## config.mk

```make
export PLATFORM = sky130hd
export DESIGN_NAME = pipelined_addsub
export DESIGN_NICKNAME = d
export VERILOG_FILES = /design/src/rtl/addsub_pkg.sv /design/src/rtl/addsub_stage.sv /design/src/rtl/pipelined_addsub.sv
export SDC_FILE = /design/constraint.sdc
export NUM_CORES = 1
export LEC_CHECK = 0
export CAP_MARGIN = 5
export CORE_MARGIN = 2
export CORE_UTILIZATION = 58
export DETAILED_ROUTE_END_ITERATION = 10
export GPL_ROUTABILITY_DRIVEN = 1
export PLACE_DENSITY_LB_ADDON = 0.08
export SETUP_SLACK_MARGIN = 0.15
export SLEW_MARGIN = 20
export SYNTH_ARGS = -nofsm -noshare
export SYNTH_HDL_FRONTEND = slang
export SYNTH_HIERARCHICAL = 1
export SYNTH_SLANG_ARGS = --single-unit
export TNS_END_PERCENT = 100
```

## constraint.sdc

```tcl
create_clock -name i_clk -period 3.6 [get_ports i_clk]
set_input_delay 0.72 -clock i_clk [delete_from_list [all_inputs] [get_ports i_clk]]
set_output_delay 0.72 -clock i_clk [all_outputs]
set_load 0.1 [all_outputs]
```

## src/rtl/addsub_pkg.sv

```systemverilog
// Shared types for the pipelined add/sub unit:
// opcode enum, flag bundle and flag bit positions.
package addsub_pkg;

   typedef enum logic {
      OP_ADD = 1'b0,
      OP_SUB = 1'b1
   } addsub_op_e;

   typedef struct packed {
      logic n;
      logic z;
      logic c;
      logic v;
   } addsub_flags_t;

   localparam int FLAG_N = 3;
   localparam int FLAG_Z = 2;
   localparam int FLAG_C = 1;
   localparam int FLAG_V = 0;

endpackage

```

## src/rtl/addsub_stage.sv

```systemverilog
// One CW-bit slice of the add/sub carry chain with its
// pipeline register and valid/advance handshake.
module addsub_stage
   import addsub_pkg::*;
#(
   parameter int WIDTH = 32,
   parameter int CW    = 16,
   parameter int K     = 0,
   parameter int TAG_W = 5
) (
   input  logic             i_clk,
   input  logic             i_rst_n,
   input  logic             i_valid,
   output logic             o_ready,
   input  logic             i_ready,
   input  logic [WIDTH-1:0] i_a,
   input  logic [WIDTH-1:0] i_b,
   input  logic [WIDTH-1:0] i_s,
   input  logic             i_c,
   input  logic             i_sel,
   input  logic             i_sat,
   input  logic [TAG_W-1:0] i_tag,
   output logic             o_valid,
   output logic [WIDTH-1:0] o_a,
   output logic [WIDTH-1:0] o_b,
   output logic [WIDTH-1:0] o_s,
   output logic             o_c,
   output logic             o_sel,
   output logic             o_sat,
   output logic [TAG_W-1:0] o_tag
);

   localparam int LO = K * CW;

   logic [CW:0]      add;
   logic [WIDTH-1:0] s_nxt;
   logic             load;

   assign add = {1'b0, i_a[LO +: CW]}
              + {1'b0, i_b[LO +: CW]}
              + {{CW{1'b0}}, i_c};

   always_comb begin
      s_nxt = i_s;
      s_nxt[LO +: CW] = add[CW-1:0];
   end

   // Load when empty or when the contents move on this cycle.
   assign o_ready = !o_valid || i_ready;
   assign load    = i_valid && o_ready;

   always_ff @(posedge i_clk) begin
      if (!i_rst_n) begin
         o_valid <= 1'b0;
         o_a     <= '0;
         o_b     <= '0;
         o_s     <= '0;
         o_c     <= 1'b0;
         o_sel   <= 1'b0;
         o_sat   <= 1'b0;
         o_tag   <= '0;
      end else begin
         if (o_ready)
            o_valid <= i_valid;
         if (load) begin
            o_a   <= i_a;
            o_b   <= i_b;
            o_s   <= s_nxt;
            o_c   <= add[CW];
            o_sel <= i_sel;
            o_sat <= i_sat;
            o_tag <= i_tag;
         end
      end
   end

endmodule

```

## src/rtl/pipelined_addsub.sv

```systemverilog
// Pipelined add/sub with valid/ready, NZCV flags and a tag.
// Define PIPELINED_ADDSUB_SAT_EN for signed saturation.
module pipelined_addsub
   import addsub_pkg::*;
#(
   parameter int WIDTH  = 32,
   parameter int STAGES = 2,
   parameter int TAG_W  = 5
) (
   input  logic             i_clk,
   input  logic             i_rst_n,
   input  logic             i_valid,
   output logic             o_ready,
   input  logic [WIDTH-1:0] i_a,
   input  logic [WIDTH-1:0] i_b,
   input  logic             i_sel,
   input  logic             i_sat,
   input  logic [TAG_W-1:0] i_tag,
   output logic             o_valid,
   input  logic             i_ready,
   output logic [WIDTH-1:0] o_result,
   output logic [TAG_W-1:0] o_tag,
   output logic [3:0]       o_flags
);

   localparam int CW = WIDTH / STAGES;
   localparam int M  = WIDTH - 1;

   logic [STAGES:0] vld;
   logic [STAGES:0] rdy;
   logic [STAGES:0] cy;
   logic [STAGES:0] sel;
   logic [STAGES:0] sat;
   logic [WIDTH-1:0] a_w   [STAGES+1];
   logic [WIDTH-1:0] b_w   [STAGES+1];
   logic [WIDTH-1:0] s_w   [STAGES+1];
   logic [TAG_W-1:0] tag_w [STAGES+1];

   // Subtract as A + ~B + 1: invert B, carry-in 1.
   assign vld[0]   = i_valid;
   assign sel[0]   = i_sel;
   assign sat[0]   = i_sat;
   assign cy[0]    = (addsub_op_e'(i_sel) == OP_SUB);
   assign a_w[0]   = i_a;
   assign b_w[0]   = cy[0] ? ~i_b : i_b;
   assign s_w[0]   = '0;
   assign tag_w[0] = i_tag;

   assign rdy[STAGES] = i_ready;
   assign o_ready     = rdy[0];

   for (genvar k = 0; k < STAGES; k++) begin : g_stage
      addsub_stage #(
         .WIDTH (WIDTH),
         .CW    (CW),
         .K     (k),
         .TAG_W (TAG_W)
      ) u_stage (
         .i_clk   (i_clk),
         .i_rst_n (i_rst_n),
         .i_valid (vld[k]),
         .o_ready (rdy[k]),
         .i_ready (rdy[k+1]),
         .i_a     (a_w[k]),
         .i_b     (b_w[k]),
         .i_s     (s_w[k]),
         .i_c     (cy[k]),
         .i_sel   (sel[k]),
         .i_sat   (sat[k]),
         .i_tag   (tag_w[k]),
         .o_valid (vld[k+1]),
         .o_a     (a_w[k+1]),
         .o_b     (b_w[k+1]),
         .o_s     (s_w[k+1]),
         .o_c     (cy[k+1]),
         .o_sel   (sel[k+1]),
         .o_sat   (sat[k+1]),
         .o_tag   (tag_w[k+1])
      );
   end

   logic [WIDTH-1:0] sum;
   logic [WIDTH-1:0] res;
   logic             ovf;
   logic             unused_bits;
   addsub_flags_t    fl;

   assign sum = s_w[STAGES];

   // Carry into the MSB recovered as sum ^ a ^ b at that bit.
   assign ovf = cy[STAGES] ^ sum[M]
              ^ a_w[STAGES][M] ^ b_w[STAGES][M];

`ifdef PIPELINED_ADDSUB_SAT_EN
   always_comb begin
      res = sum;
      if (sat[STAGES] && ovf)
         res = a_w[STAGES][M] ? {1'b1, {M{1'b0}}}
                              : {1'b0, {M{1'b1}}};
   end
`else
   assign res = sum;
`endif

   assign unused_bits = ^{a_w[STAGES][M-1:0],
                          b_w[STAGES][M-1:0],
                          sel[STAGES], sat[STAGES]};

   always_comb begin
      fl.n = res[M];
      fl.z = (res == '0);
      fl.c = cy[STAGES];
      fl.v = ovf;
   end

   assign o_valid  = vld[STAGES];
   assign o_result = o_valid ? res : '0;
   assign o_tag    = o_valid ? tag_w[STAGES] : '0;

   always_comb begin
      o_flags = '0;
      if (o_valid) begin
         o_flags[FLAG_N] = fl.n;
         o_flags[FLAG_Z] = fl.z;
         o_flags[FLAG_C] = fl.c;
         o_flags[FLAG_V] = fl.v;
      end
   end

endmodule

```

==> flow_summary_export.csv, run 1 <==
group,metric,value,unit
power_and_ir_drop,irDropWorstVdd,0.2136,mV
setup_path,cp_max_fo,3,
timing,min_period_over_period,89.75,%
place,dp_slack,0.01888,ns
global_routing,grt_max_degree,55,
min_path,hold_class,"flop to flop",
finish,multiInputGateArea,3522,um2
run_status,status,"completed",
clock_tree,cts.clk_slew.worst_paths,0.09,ns
die,design.core.area,9684,um2
place,dp.cells,918,
power_and_ir_drop,power,2.563,mW
clock_tree,cts_setup_buffers,0,
setup_path,crit_chain,"clkdlybuf4s50_1 > xor2_1 > fa_1 > fa_1 > a21o_1 > a221o_2 > a21oi_4 > o21ai_2 > a2111o_1 > o311ai_1",
setup_path,end_kind,"flop",
finish,syn_to_final_growth,21.66,%
drt,drt_iter0_drc,215,
timing,finalHoldViolations,0,
synth,syn_nets,826,
global_routing,grt_usage,25.17,%
drt,first_pass_iters,4,
synth,syn_avg_cell_area,7.991,um2
die,die_w,103.4,um
clock_tree,cts-root-buf,"clkbuf_8",
clock_tree,hold_buffers,0,
place,port_buffers,116,
timing,final.setup_skew,0.006842,ns
finish,final_util,71.98,%
finish,ff_latch_area,1922,um2
setup_path,slowest_stage,"fa_1",
die,fp.dieH,103.4,um
die,num_rows,36,
clock_tree,cts_tree,"yes",
timing,grt_setup_unrepaired,"no",
timing,slew_headroom,62.03,%
clock_tree,clock_sinks,96,
clock_tree,h-tree-depth,3,
setup_path,critical_path.top_delay_family,"compound AO/OA/AOI/OAI gates",
setup_path,crit_arrival,3.50,ns
run,cap_violations,0,
finish,layout.nets,905,
setup_path,slowest_delay,0.43,ns
die,die-area,10690,um2
finish,design_area,6970,um2
timing,holdWs,0.4619,ns
die,start_util,59.16,%
power_and_ir_drop,leakage,2.833,nW
synth,yosys_warnings,6,
finish,drive_above_1_share,10.24,%
timing,worst-slew-pin-transition,0.5682,ns
drt,wire_per_inst,14.29,um
timing,fmax,309.5,MHz
place,placed_cell_area,6770,um2
timing,fin_ws,0.3692,ns
timing,finalSetupViolations,0,
global_routing,grt_pass1_vias,4448,
setup_path,setup.worst_path.start_class,"input port",
finish,stdcell_count,934,
clock_tree,clock_latency,0.36,ns
clock_tree,cts_resized,0,
synth,synth_cells,717,
die,ioPinCount,118,
clock_tree,cts_buffers,9,
global_routing,antenna_found_initial,0,
drt,drc_errors,0,
synth,syn_area,5729,um2
finish,n_fill_cell,802,
setup_path,path_class,"input port to flop",
global_routing,overflow,0,
global_routing,grt_pass1_wl,21160,um
timing,period_needed,3.231,ns
drt,num_vias,5091,
setup_path,crit_top_cell,"fa_1",
place,finalWeightedCongestion,0.8783,
drt,final_antenna_net_count,0,
clock_tree,clock_path_buffers,2,
timing,final-max-slew-violation-count,0,
drt,drt-total-wl,13350,um
place,dp_hpwl,10200,um
setup_path,crit_required,3.86,ns
drt,via_per_inst,5.451,
setup_path,path_buf_inv,1,
finish,num_antenna_cells,0,
power_and_ir_drop,power_density,367.6,nW/um2
timing,fin_setup_tns,0,ns
==> worst paths after layout <==
| check | start | cells after the start | to | slack [ns] |
|---|---|---|---|---|
| worst max register to register | g_stage[0].u_stage/o_a[16] | 8 | g_stage[1].u_stage/o_s[28] | 1.09 |
| worst min register to register | g_stage[0].u_stage/o_s[13] | 2 | g_stage[1].u_stage/o_s[13] | 0.46 |
| worst min-delay path | g_stage[0].u_stage/o_s[13] | 2 | g_stage[1].u_stage/o_s[13] | 0.46 |
| worst max-delay path | i_b[0] | 10 | g_stage[0].u_stage/o_s[14] | 0.37 |
==> state kept, by name (all words and copies together), names as in the netlist <==
| register | count |
|---|---|
| g_stage.u_stage/o_s | 48 |
| g_stage.u_stage/o_tag | 10 |
| g_stage.u_stage/o_b | 17 |
| g_stage.u_stage/o_valid | 2 |
| g_stage.u_stage/o_c | 2 |
| g_stage.u_stage/o_a | 17 |
==> cell type report <==
cell class | instances | area share [%]
clock buffers | 14 | 2.334
clock inverters | 2 | 0.5385
inverters | 9 | 0.4847
multi-input cells | 553 | 50.53
flip-flops and latches | 96 | 27.57
well taps | 133 | 2.387
repair buffers | 127 | 16.16
==> layout by cell type (no fill, tap or decap), types with 7 or more instances in the layout <==
master           instances
nand2_1                162
dfxtp_1                 96
clkdlybuf4s50_1         71
a21boi_0                66
buf_4                   54
and2_1                  52
xor2_1                  42
a21oi_1                 31
o21ai_0                 30
ha_1                    30
nand3_1                 21
nor2_1                  19
xnor2_1                 14
clkbuf_8                11
inv_1                    9
nor4_1                   7
==> per-layer routing <==
metal  global-route usage, %  up-vias  wire, um
met1                   37.46     2336      6567
met2                   37.67      159      5820
met3                   3.562       19       781
met4                   7.794        0       180
met5                       0        -         0
li1                        -     2577         -
==> where the power goes <==
part | switching, mW | internal, mW
Sequential | 0.0534 | 1.13
Combinational | 0.367 | 0.290
Clock | 0.357 | 0.361
Total | 0.778 | 1.78
==> worst register-to-register path, delay by kind of cell, from the launching register on <==
family	cells	cell delay (ns)
AOI/OAI and AO/OA	5	0.96
xor gates and xnor gates	1	0.19
adders and majority gates	2	0.89
DFF	1	0.33
(Power assumes the default switching activity.)
==> run 2: changes to the inputs <==
--- a/config.mk
+++ b/config.mk
@@ -12,7 +12,6 @@
 export GPL_ROUTABILITY_DRIVEN = 1
 export PLACE_DENSITY_LB_ADDON = 0.08
 export SETUP_SLACK_MARGIN = 0.15
-export SLEW_MARGIN = 20
 export SYNTH_ARGS = -nofsm -noshare
 export SYNTH_HDL_FRONTEND = slang
 export SYNTH_HIERARCHICAL = 1
==> results of run 2 <==
Same layout as run 1: the final DEF is identical, and so are final timing and power.
==> RTL edit (config.mk and constraints of run 1) <==
Set the parameter `STAGES` to 4 (it was 2).
--- a/src/rtl/pipelined_addsub.sv
+++ b/src/rtl/pipelined_addsub.sv
@@ -6,3 +6,3 @@
    parameter int WIDTH  = 32,
-   parameter int STAGES = 2,
+   parameter int STAGES = 4,
    parameter int TAG_W  = 5
Check against the original RTL: not equivalent (Yosys sat finds a counterexample within 4 cycles, from zero or initial values and one cycle with i_rst_n low).
==> RTL edit against run 1 <==
- sequential cell count up 110
- non-clock buffer count up 9
- synthesized cell count up 64%
- power up 98%
- clock skew up 0.012 ns
- synthesized area up 65%
- worst setup slack better by 0.33 ns
- design area up 60%
- critical path depth down 3
- critical path type is now input pin to primary output
- routed wire length up 53%
- hold slack worse by 0.020 ns
==> RTL edit: results (changes against run 1) <==
skew final=0.0189 ns (+0.0120 ns); initial antenna violation count=0 (unchanged); buffering overhead=11.0% (-5.2 points); FF+latch count=206 (+110%); fin util=69.9% (-2.1 points); Clock Tree Root=clkbuf_16; leading registers by flop count=g_stage.u_stage/o_s x80, g_stage.u_stage/o_a x49, g_stage.u_stage/o_b x49; H-tree levels=1 (-2); #MultiIn Comb=849 (+54%); Ys Warns=6 (unchanged); Longest Clk Path Bufs=3 (+1); sequential share of cell area=37.0% (+9.5 points); share of cells above drive strength 1=10.7% (+0.49 points); Signal buffers=136 (+7.1%); Synth Net Count=1286 (+56%); Worst Path Arrival=2.18 ns (-1.32 ns); leakage power=4.27 nW (+51%); Post-CTS Setup Bufs=0 (unchanged); Vias=7719 (+52%); HP Class=flop to flop; inverters=12 (+3); Max IR drop VDD=299 uV (+40%); Power Total=5.08 mW (+98%); first-pass GRT wire length=34.1 mm (+61%); global-route usage over all layers=23.2% (-1.9 points); Least-Margin Pin Slew=0.608 ns (+0.0400 ns); Worst-path clk slew=0.06 ns (-0.03 ns); largest net degree at the start of global routing=55 (unchanged); Internal Pwr Total=3.90 mW (+120%); Clk. pwr=2.21 mW (+210%); Reg power frac=47.3% (+0.9 points); routability cong.=0.809 (-7.9%); clock buffer count=31 (+17); CTS resizes=0 (unchanged); # nets final=1337 (+48%); cell count after synthesis=1175 (+64%); post-DR wirelength/cell=14.0 um (-1.9%); DRT Pass-1 Iters=6 (+2); fillcell total=1350 (+68%); number of global-route vias before repair=6918 (+56%); Crit Path Max Fanout=5 (+2); Area after DPL=0.0104 mm2 (+54%); clock latency at the later pin of the worst-skew pair=0.50 ns (+0.14 ns); status=finished clean; Post-Place Cells=1419 (+55%); Setup WS pre-CTS=0.435 ns (+0.416 ns); hold_buf cts=0 (unchanged); Layout Cells excl Fill=1456 (+56%); DR iter-0 viols=527 (+150%); CTS Buf Count=21 (+12); post-route cell area=0.0111 mm2 (+60%); Post-DP HPWL=14.5 mm (+42%); Clock buf/inv share=6.38% (+3.5 points); multi-input logic portion of the cell area=42.8% (-7.7 points)
RTL edit: critical path, cell delays in order:
cell,delay (ns)
clkdlybuf4s50_1,0.46
nor2b_4,0.18
inv_2,0.08
nand2b_4,0.17
nand2b_4,0.19
nand2b_4,0.19
buf_12,0.18
RTL edit: final timing paths:
kind / to / cells after the start / slack [ns] / from
max: o_ready / 7 / 0.70 / i_ready
min: g_stage[2].u_stage/o_s[12] / 2 / 0.44 / g_stage[1].u_stage/o_s[12]
min reg2reg: g_stage[2].u_stage/o_s[12] / 2 / 0.44 / g_stage[1].u_stage/o_s[12]
max reg2reg: g_stage[0].u_stage/o_s[5] / 9 / 1.10 / g_stage[3].u_stage/o_valid
RTL edit: layer usage:
layer | up-vias | track usage, % | routed length (um)
met2 | 198 | 37.1 | 9390
met5 | - | 0 | 0
li1 | 4018 | - | -
met4 | 0 | 5.62 | 286
met3 | 21 | 2.88 | 901
met1 | 3482 | 33.7 | 9850
